[config.mk]
export PLATFORM = sky130hd
export DESIGN_NAME = gf_mul_engine_flat
export DESIGN_NICKNAME = d
export VERILOG_FILES = /design/src/rtl/gf_mul_if.sv /design/src/rtl/gf_mul_engine.sv /design/src/flat_wrapper.sv
export SDC_FILE = /design/constraint.sdc
export NUM_CORES = 1
export LEC_CHECK = 0
export CORE_ASPECT_RATIO = 0.6
export CORE_MARGIN = 2
export CORE_UTILIZATION = 55
export DETAILED_ROUTE_END_ITERATION = 6
export GPL_ROUTABILITY_DRIVEN = 1
export PLACE_DENSITY = 0.87
export SETUP_SLACK_MARGIN = 0.3
export SYNTH_ARGS = -nofsm -noshare
export SYNTH_HDL_FRONTEND = slang
export SYNTH_SLANG_ARGS = --single-unit
[constraint.sdc]
create_clock -name clk -period 1.8 [get_ports clk]
set_input_delay 0.18 -clock clk [delete_from_list [all_inputs] [get_ports clk]]
set_output_delay 0.18 -clock clk [all_outputs]
set_load 0.01 [all_outputs]
[src/rtl/gf_mul_if.sv]
// Request/result bus of the GF(2^8) multiply engine.
// A beat moves on a rising edge where valid & ready are both high; valid must hold its payload until that edge.
interface gf_mul_if #(
  parameter int LANES = 16
);
  logic                 in_valid;
  logic                 in_ready;
  logic [8*LANES-1:0]   in_data;
  logic [7:0]           in_coef;
  logic                 out_valid;
  logic                 out_ready;
  logic [8*LANES-1:0]   out_data;

  modport master (
    output in_valid, in_data, in_coef, out_ready,
    input  in_ready, out_valid, out_data
  );

  modport slave (
    input  in_valid, in_data, in_coef, out_ready,
    output in_ready, out_valid, out_data
  );
endinterface

[src/rtl/gf_mul_engine.sv]
// Iterative GF(2^8) multiplier (mod 0x11B): every byte lane times one runtime coefficient, STEPS coef bits per cycle.
// Optional macro GF_MUL_TRIVIAL_BYPASS_EN: coefficients 0x00/0x01 finish after a single cycle for any STEPS.
module gf_mul_engine #(
  parameter int LANES = 16,
  parameter int STEPS = 2
) (
  input  logic       clk,
  input  logic       rst,
  gf_mul_if.slave    bus,
  output logic [1:0] dbg_state
);
  localparam int W    = 8 * LANES;
  localparam int ITER = 8 / STEPS;
  localparam logic [2:0] LAST = 3'(ITER - 1);

  typedef enum logic [1:0] {IDLE = 2'd0, RUN = 2'd1, HOLD = 2'd2} state_t;

  state_t         state_q, state_d;
  logic [W-1:0]   a_q, a_d, acc_q, acc_d, out_data_q, out_data_d;
  logic [W-1:0]   a_n, acc_n;
  logic [7:0]     b_q, b_d, b_n;
  logic [2:0]     cnt_q, cnt_d;
  logic           in_ready_w, accept;

  function automatic logic [7:0] xtime(input logic [7:0] v);
    return {v[6:0], 1'b0} ^ (v[7] ? 8'h1B : 8'h00);
  endfunction

  // STEPS LSB-first shift-and-add steps per cycle; lanes never interact.
  always_comb begin
    a_n   = a_q;
    acc_n = acc_q;
    b_n   = b_q;
    for (int s = 0; s < STEPS; s++) begin
      for (int k = 0; k < LANES; k++) begin
        if (b_n[0]) acc_n[8*k +: 8] = acc_n[8*k +: 8] ^ a_n[8*k +: 8];
        a_n[8*k +: 8] = xtime(a_n[8*k +: 8]);
      end
      b_n = b_n >> 1;
    end
  end

  always_comb begin
    state_d    = state_q;
    a_d        = a_q;
    acc_d      = acc_q;
    b_d        = b_q;
    cnt_d      = cnt_q;
    out_data_d = out_data_q;
    in_ready_w = (state_q == IDLE) | ((state_q == HOLD) & bus.out_ready);
    accept     = bus.in_valid & in_ready_w;

    case (state_q)
      IDLE: ;
      RUN: begin
        a_d   = a_n;
        acc_d = acc_n;
        b_d   = b_n;
        cnt_d = cnt_q + 3'd1;
        if (cnt_q == LAST) begin
          state_d    = HOLD;
          out_data_d = acc_n;
          cnt_d      = '0;
        end
      end
      HOLD: begin
        if (bus.out_ready) state_d = IDLE;
      end
      default: state_d = IDLE;
    endcase

    if (accept) begin
      state_d = RUN;
      a_d     = bus.in_data;
      b_d     = bus.in_coef;
      acc_d   = '0;
      cnt_d   = '0;
`ifdef GF_MUL_TRIVIAL_BYPASS_EN
      // Only b[0] matters for 0x00/0x01, and the first inner step consumes it.
      if (bus.in_coef[7:1] == 7'd0) cnt_d = LAST;
`endif
    end
  end

  always_ff @(posedge clk) begin
    if (rst) begin
      state_q    <= IDLE;
      a_q        <= '0;
      acc_q      <= '0;
      b_q        <= '0;
      cnt_q      <= '0;
      out_data_q <= '0;
    end else begin
      state_q    <= state_d;
      a_q        <= a_d;
      acc_q      <= acc_d;
      b_q        <= b_d;
      cnt_q      <= cnt_d;
      out_data_q <= out_data_d;
    end
  end

  assign bus.in_ready  = in_ready_w;
  assign bus.out_valid = (state_q == HOLD);
  assign bus.out_data  = out_data_q;
  assign dbg_state     = state_q;
endmodule
[src/flat_wrapper.sv]
// flat-port wrapper written by rule: the top's interface ports become plain ports
module gf_mul_engine_flat 
#(
  parameter int LANES = 16,
  parameter int STEPS = 2
)
  (clk, rst, dbg_state, bus_in_valid, bus_in_data, bus_in_coef, bus_out_ready, bus_in_ready, bus_out_valid, bus_out_data);
  gf_mul_if #(.LANES(LANES)) bus_i ();
  input  logic clk;
  input  logic rst;
  output logic [1:0] dbg_state;
  input wire logic [$bits(bus_i.in_valid)-1:0] bus_in_valid;
  input wire logic [$bits(bus_i.in_data)-1:0] bus_in_data;
  input wire logic [$bits(bus_i.in_coef)-1:0] bus_in_coef;
  input wire logic [$bits(bus_i.out_ready)-1:0] bus_out_ready;
  output wire logic [$bits(bus_i.in_ready)-1:0] bus_in_ready;
  output wire logic [$bits(bus_i.out_valid)-1:0] bus_out_valid;
  output wire logic [$bits(bus_i.out_data)-1:0] bus_out_data;
  assign bus_i.in_valid = bus_in_valid;
  assign bus_i.in_data = bus_in_data;
  assign bus_i.in_coef = bus_in_coef;
  assign bus_i.out_ready = bus_out_ready;
  assign bus_in_ready = bus_i.in_ready;
  assign bus_out_valid = bus_i.out_valid;
  assign bus_out_data = bus_i.out_data;
  gf_mul_engine #(.LANES(LANES), .STEPS(STEPS)) u_core (.clk(clk), .rst(rst), .bus(bus_i), .dbg_state(dbg_state));
endmodule
==> run_results.csv <==
group,metric,value,unit
status,outcome,"finished with violations",
status,violations,"DRC",
floorplanning,die_height,146,um
sta,timing.hold.ws,0.0300,ns
synthesis,synth.area.top_cells,"dfxtp_1, nand2_1, xor2_1",
cts,clk_latency,0.54,ns
power,switching_share,29.2,%
sta,skew,0.0149,ns
flow_run,cap_violations,0,
power,switching_power,6.52,mW
worst_setup_path,end_kind,"register",
sta,maxSlewHeadroom,42.0,%
route,wl_per_cell,26.9,um
place,place_congestion,0.862,
finish,fin_nets,2728,
route,first_iter_violations,4108,
synthesis,ys.warnings.count,0,
sta,worst_pin_slew,0.869,ns
cts,cts_tree,"done",
synthesis,synthArstFlopShare,0,%
floorplanning,die_x,241,um
sta,min_period_over_period,98.9,%
global_routing,grt_pass1_wl,106,mm
worst_setup_path,critPathKind,"register to register",
synthesis,synth.net_count,2429,
power,vdd_drop_max,631,uV
sta,min_period,1.78,ns
synthesis,synth-edff-count,0,
floorplanning,ios,272,
synthesis,ys_ff_latch,397,
synthesis,yosys.cell_types.count,34,
global_routing,grt_usage,38.3,%
power,pwr-share-comb,19.2,%
worst_setup_path,arrival,2.23,ns
route,viasPerCell,6.72,
worst_setup_path,crit_required,2.25,ns
cts,clock_sinks,397,
route,vias,20700,
route,wl,82.9,mm
synthesis,syn_inst,2288,
sta,clock.fmax,0.562,GHz
sta,finalMaxSlewViolations,0,
global_routing,antenna_found_initial,7,
place,port-buffer-count,271,
finish,syn_to_final_growth,45.0,%
synthesis,ys_seq_area_share,42.8,%
route,first_pass_iters,7,
sta,setup_viol,0,
synthesis,synth_top_area_cell,"dfxtp_1",
global_routing,grt_max_degree,70,
cts,clockRootBuffer,"clkbuf_16",
floorplanning,rows,52,
cts,cts_max_level,2,
sta,setup_tns,0,ns
power,p_leak,10.2,nW
floorplanning,die_area,35300,um2
cts,cts_inserted_buffers,36,
global_routing,grt_pass1_vias,19100,
power,p_int,15.8,mW
finish,fillerInstances,1788,
sta,finalHoldViolations,0,
floorplanning,core,33400,um2
synthesis,synth_ff_type,"dfxtp_1",
min_path,hold_path.class,"input pin to register",
synthesis,avgSynthCellArea,8.11,um2
power,p_per_area,830,nW/um2
place,dp_hpwl,36.3,mm
route,ant_nets,0,
route,drcViolationCount,24,
worst_setup_path,crit_path_max_fanout,14,
synthesis,netlist_area,18600,um2
finish,drive_gt1_share,19.4,%
floorplanning,initial_core_util,55.5,%
worst_setup_path,start_kind,"register",
synthesis,synth_top_area_share,42.8,%
cts,clockBufferDepth,3,
sta,rsz0062_at_grt,"yes",
cts,cts.clk_slew.worst_paths,0.08,ns
global_routing,overflow,0,
power,power_frac_clock,37.7,%
power,p_seq_share,43.0,%
-- power groups by stage --
stage	sequential, mW	clock, mW	combinational (mW)
floorplan	9.46	0	1.81
global placement	9.65	0	2.60
detailed placement	9.68	0	2.68
CTS	9.49	8.19	3.53
global route	9.60	8.66	4.39
finish	9.61	8.42	4.30
-- sequential cells by signal, summed over array words and instances (netlist names) --
signal               count
u_core.dbg_state         2
u_core.acc_q           128
u_core.cnt_q             3
u_core.b_q               8
u_core.bus.out_data    128
u_core.a_q             128
-- cell families (layout without fill, tap and decap cells) --
logic type               Yosys count  in the layout  share of synthesized area (%)
XOR/XNOR                         352            352                           16.6
adder cells (fa/ha/maj)            1              1                         0.0674
other                              0              7                              0
AO/OA/AOI/OAI                    530            530                           17.0
AND/OR/NAND/NOR                  805            806                           18.3
buffers and inverters            203            524                           5.14
flip-flops                       397            397                           42.8
-- Yosys cell counts, drive strengths merged, types with 31 or more instances --
master and n:
or3 42, nand3b 39, nand2 593, a22oi 90
xnor2 174, dfxtp 397, o21ai 170, nor2 81
o22ai 48, buf 113, a221oi 31, xor2 178
clkbuf 89, a21oi 137, nand4 38, a31oi 38
-- worst max-delay path, stage by stage (launching register included) --
cell	delay [ns]
dfxtp_4	0.38
nand2b_1	0.20
a21oi_4	0.32
buf_8	0.20
buf_12	0.16
buf_12	0.15
nand2_1	0.10
a21oi_2	0.18
-- placed cells by master, fill, tap and decap left out, drive strengths merged --
| cell type | instances |
|---|---|
| a21oi | 137 |
| a221oi | 31 |
| a22oi | 90 |
| a311oi | 15 |
| a31oi | 38 |
| and2 | 1 |
| and2b | 2 |
| and3 | 1 |
| buf | 166 |
| bufbuf | 8 |
| bufinv | 5 |
| clkbuf | 64 |
| clkdlybuf4s15 | 2 |
| clkdlybuf4s50 | 148 |
| clkinv | 9 |
| clkinvlp | 1 |
| dfxtp | 397 |
| diode | 7 |
| dlygate4sd2 | 120 |
| ha | 1 |
| inv | 1 |
| nand2 | 593 |
| nand2b | 3 |
| nand3 | 2 |
| nand3b | 39 |
| nand4 | 38 |
| nor2 | 81 |
| nor2b | 3 |
| nor3 | 1 |
| o21ai | 170 |
| o21ba | 1 |
| o22ai | 48 |
| or3 | 42 |
| xnor2 | 174 |
| xor2 | 178 |
-- cell type report --
class | instances | area (um2) | share of cell area, %
inverter | 1 | 3.75 | 0.0139
sequential | 397 | 7960 | 29.6
antenna | 7 | 17.5 | 0.0651
clock buffer | 46 | 1020 | 3.79
multi-input combinational | 1689 | 11000 | 41.0
timing repair buffer | 462 | 6100 | 22.7
tap | 459 | 574 | 2.13
clock inverter | 15 | 203 | 0.753
-- worst paths after layout --
kind,end,cells after the start,slack [ns],startpoint
worst min register to register,u_core.bus.out_data[82]$_SDFFE_PP0P_,2,0.45,u_core.bus.out_data[82]$_SDFFE_PP0P_
worst max register to register,u_core.a_q[79]$_SDFFE_PP0P_,7,0.02,u_core.dbg_state[1]$_SDFFE_PP0P_
worst min-delay path,u_core.a_q[43]$_SDFFE_PP0P_,2,0.03,rst
worst max-delay path,u_core.a_q[79]$_SDFFE_PP0P_,7,0.02,u_core.dbg_state[1]$_SDFFE_PP0P_
-- through the flow --
step / power, mW / utilization (%) / setup WS [ns] / instances / area, um2
6_report: 22.3 / 80.5 / 0.0201 / 3076 / 26900
5_1_grt: 22.7 / 80.5 / -0.0356 / 3076 / 26900
4_1_cts: 21.2 / 74.9 / 0.145 / 3016 / 25000
3_5_place_dp: 12.4 / 65.4 / -0.0886 / 2886 / 21900
3_3_place_gp: 12.2 / 65.4 / 0.0127 / 2886 / 21900
2_1_floorplan: 11.3 / - / 0.301 / 2288 / 18600
-- layer usage --
metal  vias up  global-route usage, %  routed length (um)
met2      2075                   60.0               35300
li1       8346                      -                   -
met3       720                   9.89               11800
met1      9539                   47.7               28400
met5         -                      0                   0
met4         0                   22.0                7440
-- repair_timing --
action | CTS | global route
setup endpoints to repair | 500 | 398
hold buffers | 0 | 0
pin swaps | 34 | 87
gates resized for setup | 333 | 260
gates cloned | 43 | 26
buffers inserted | 26 | 27
No activity file was read; power rests on OpenSTA's default activity.
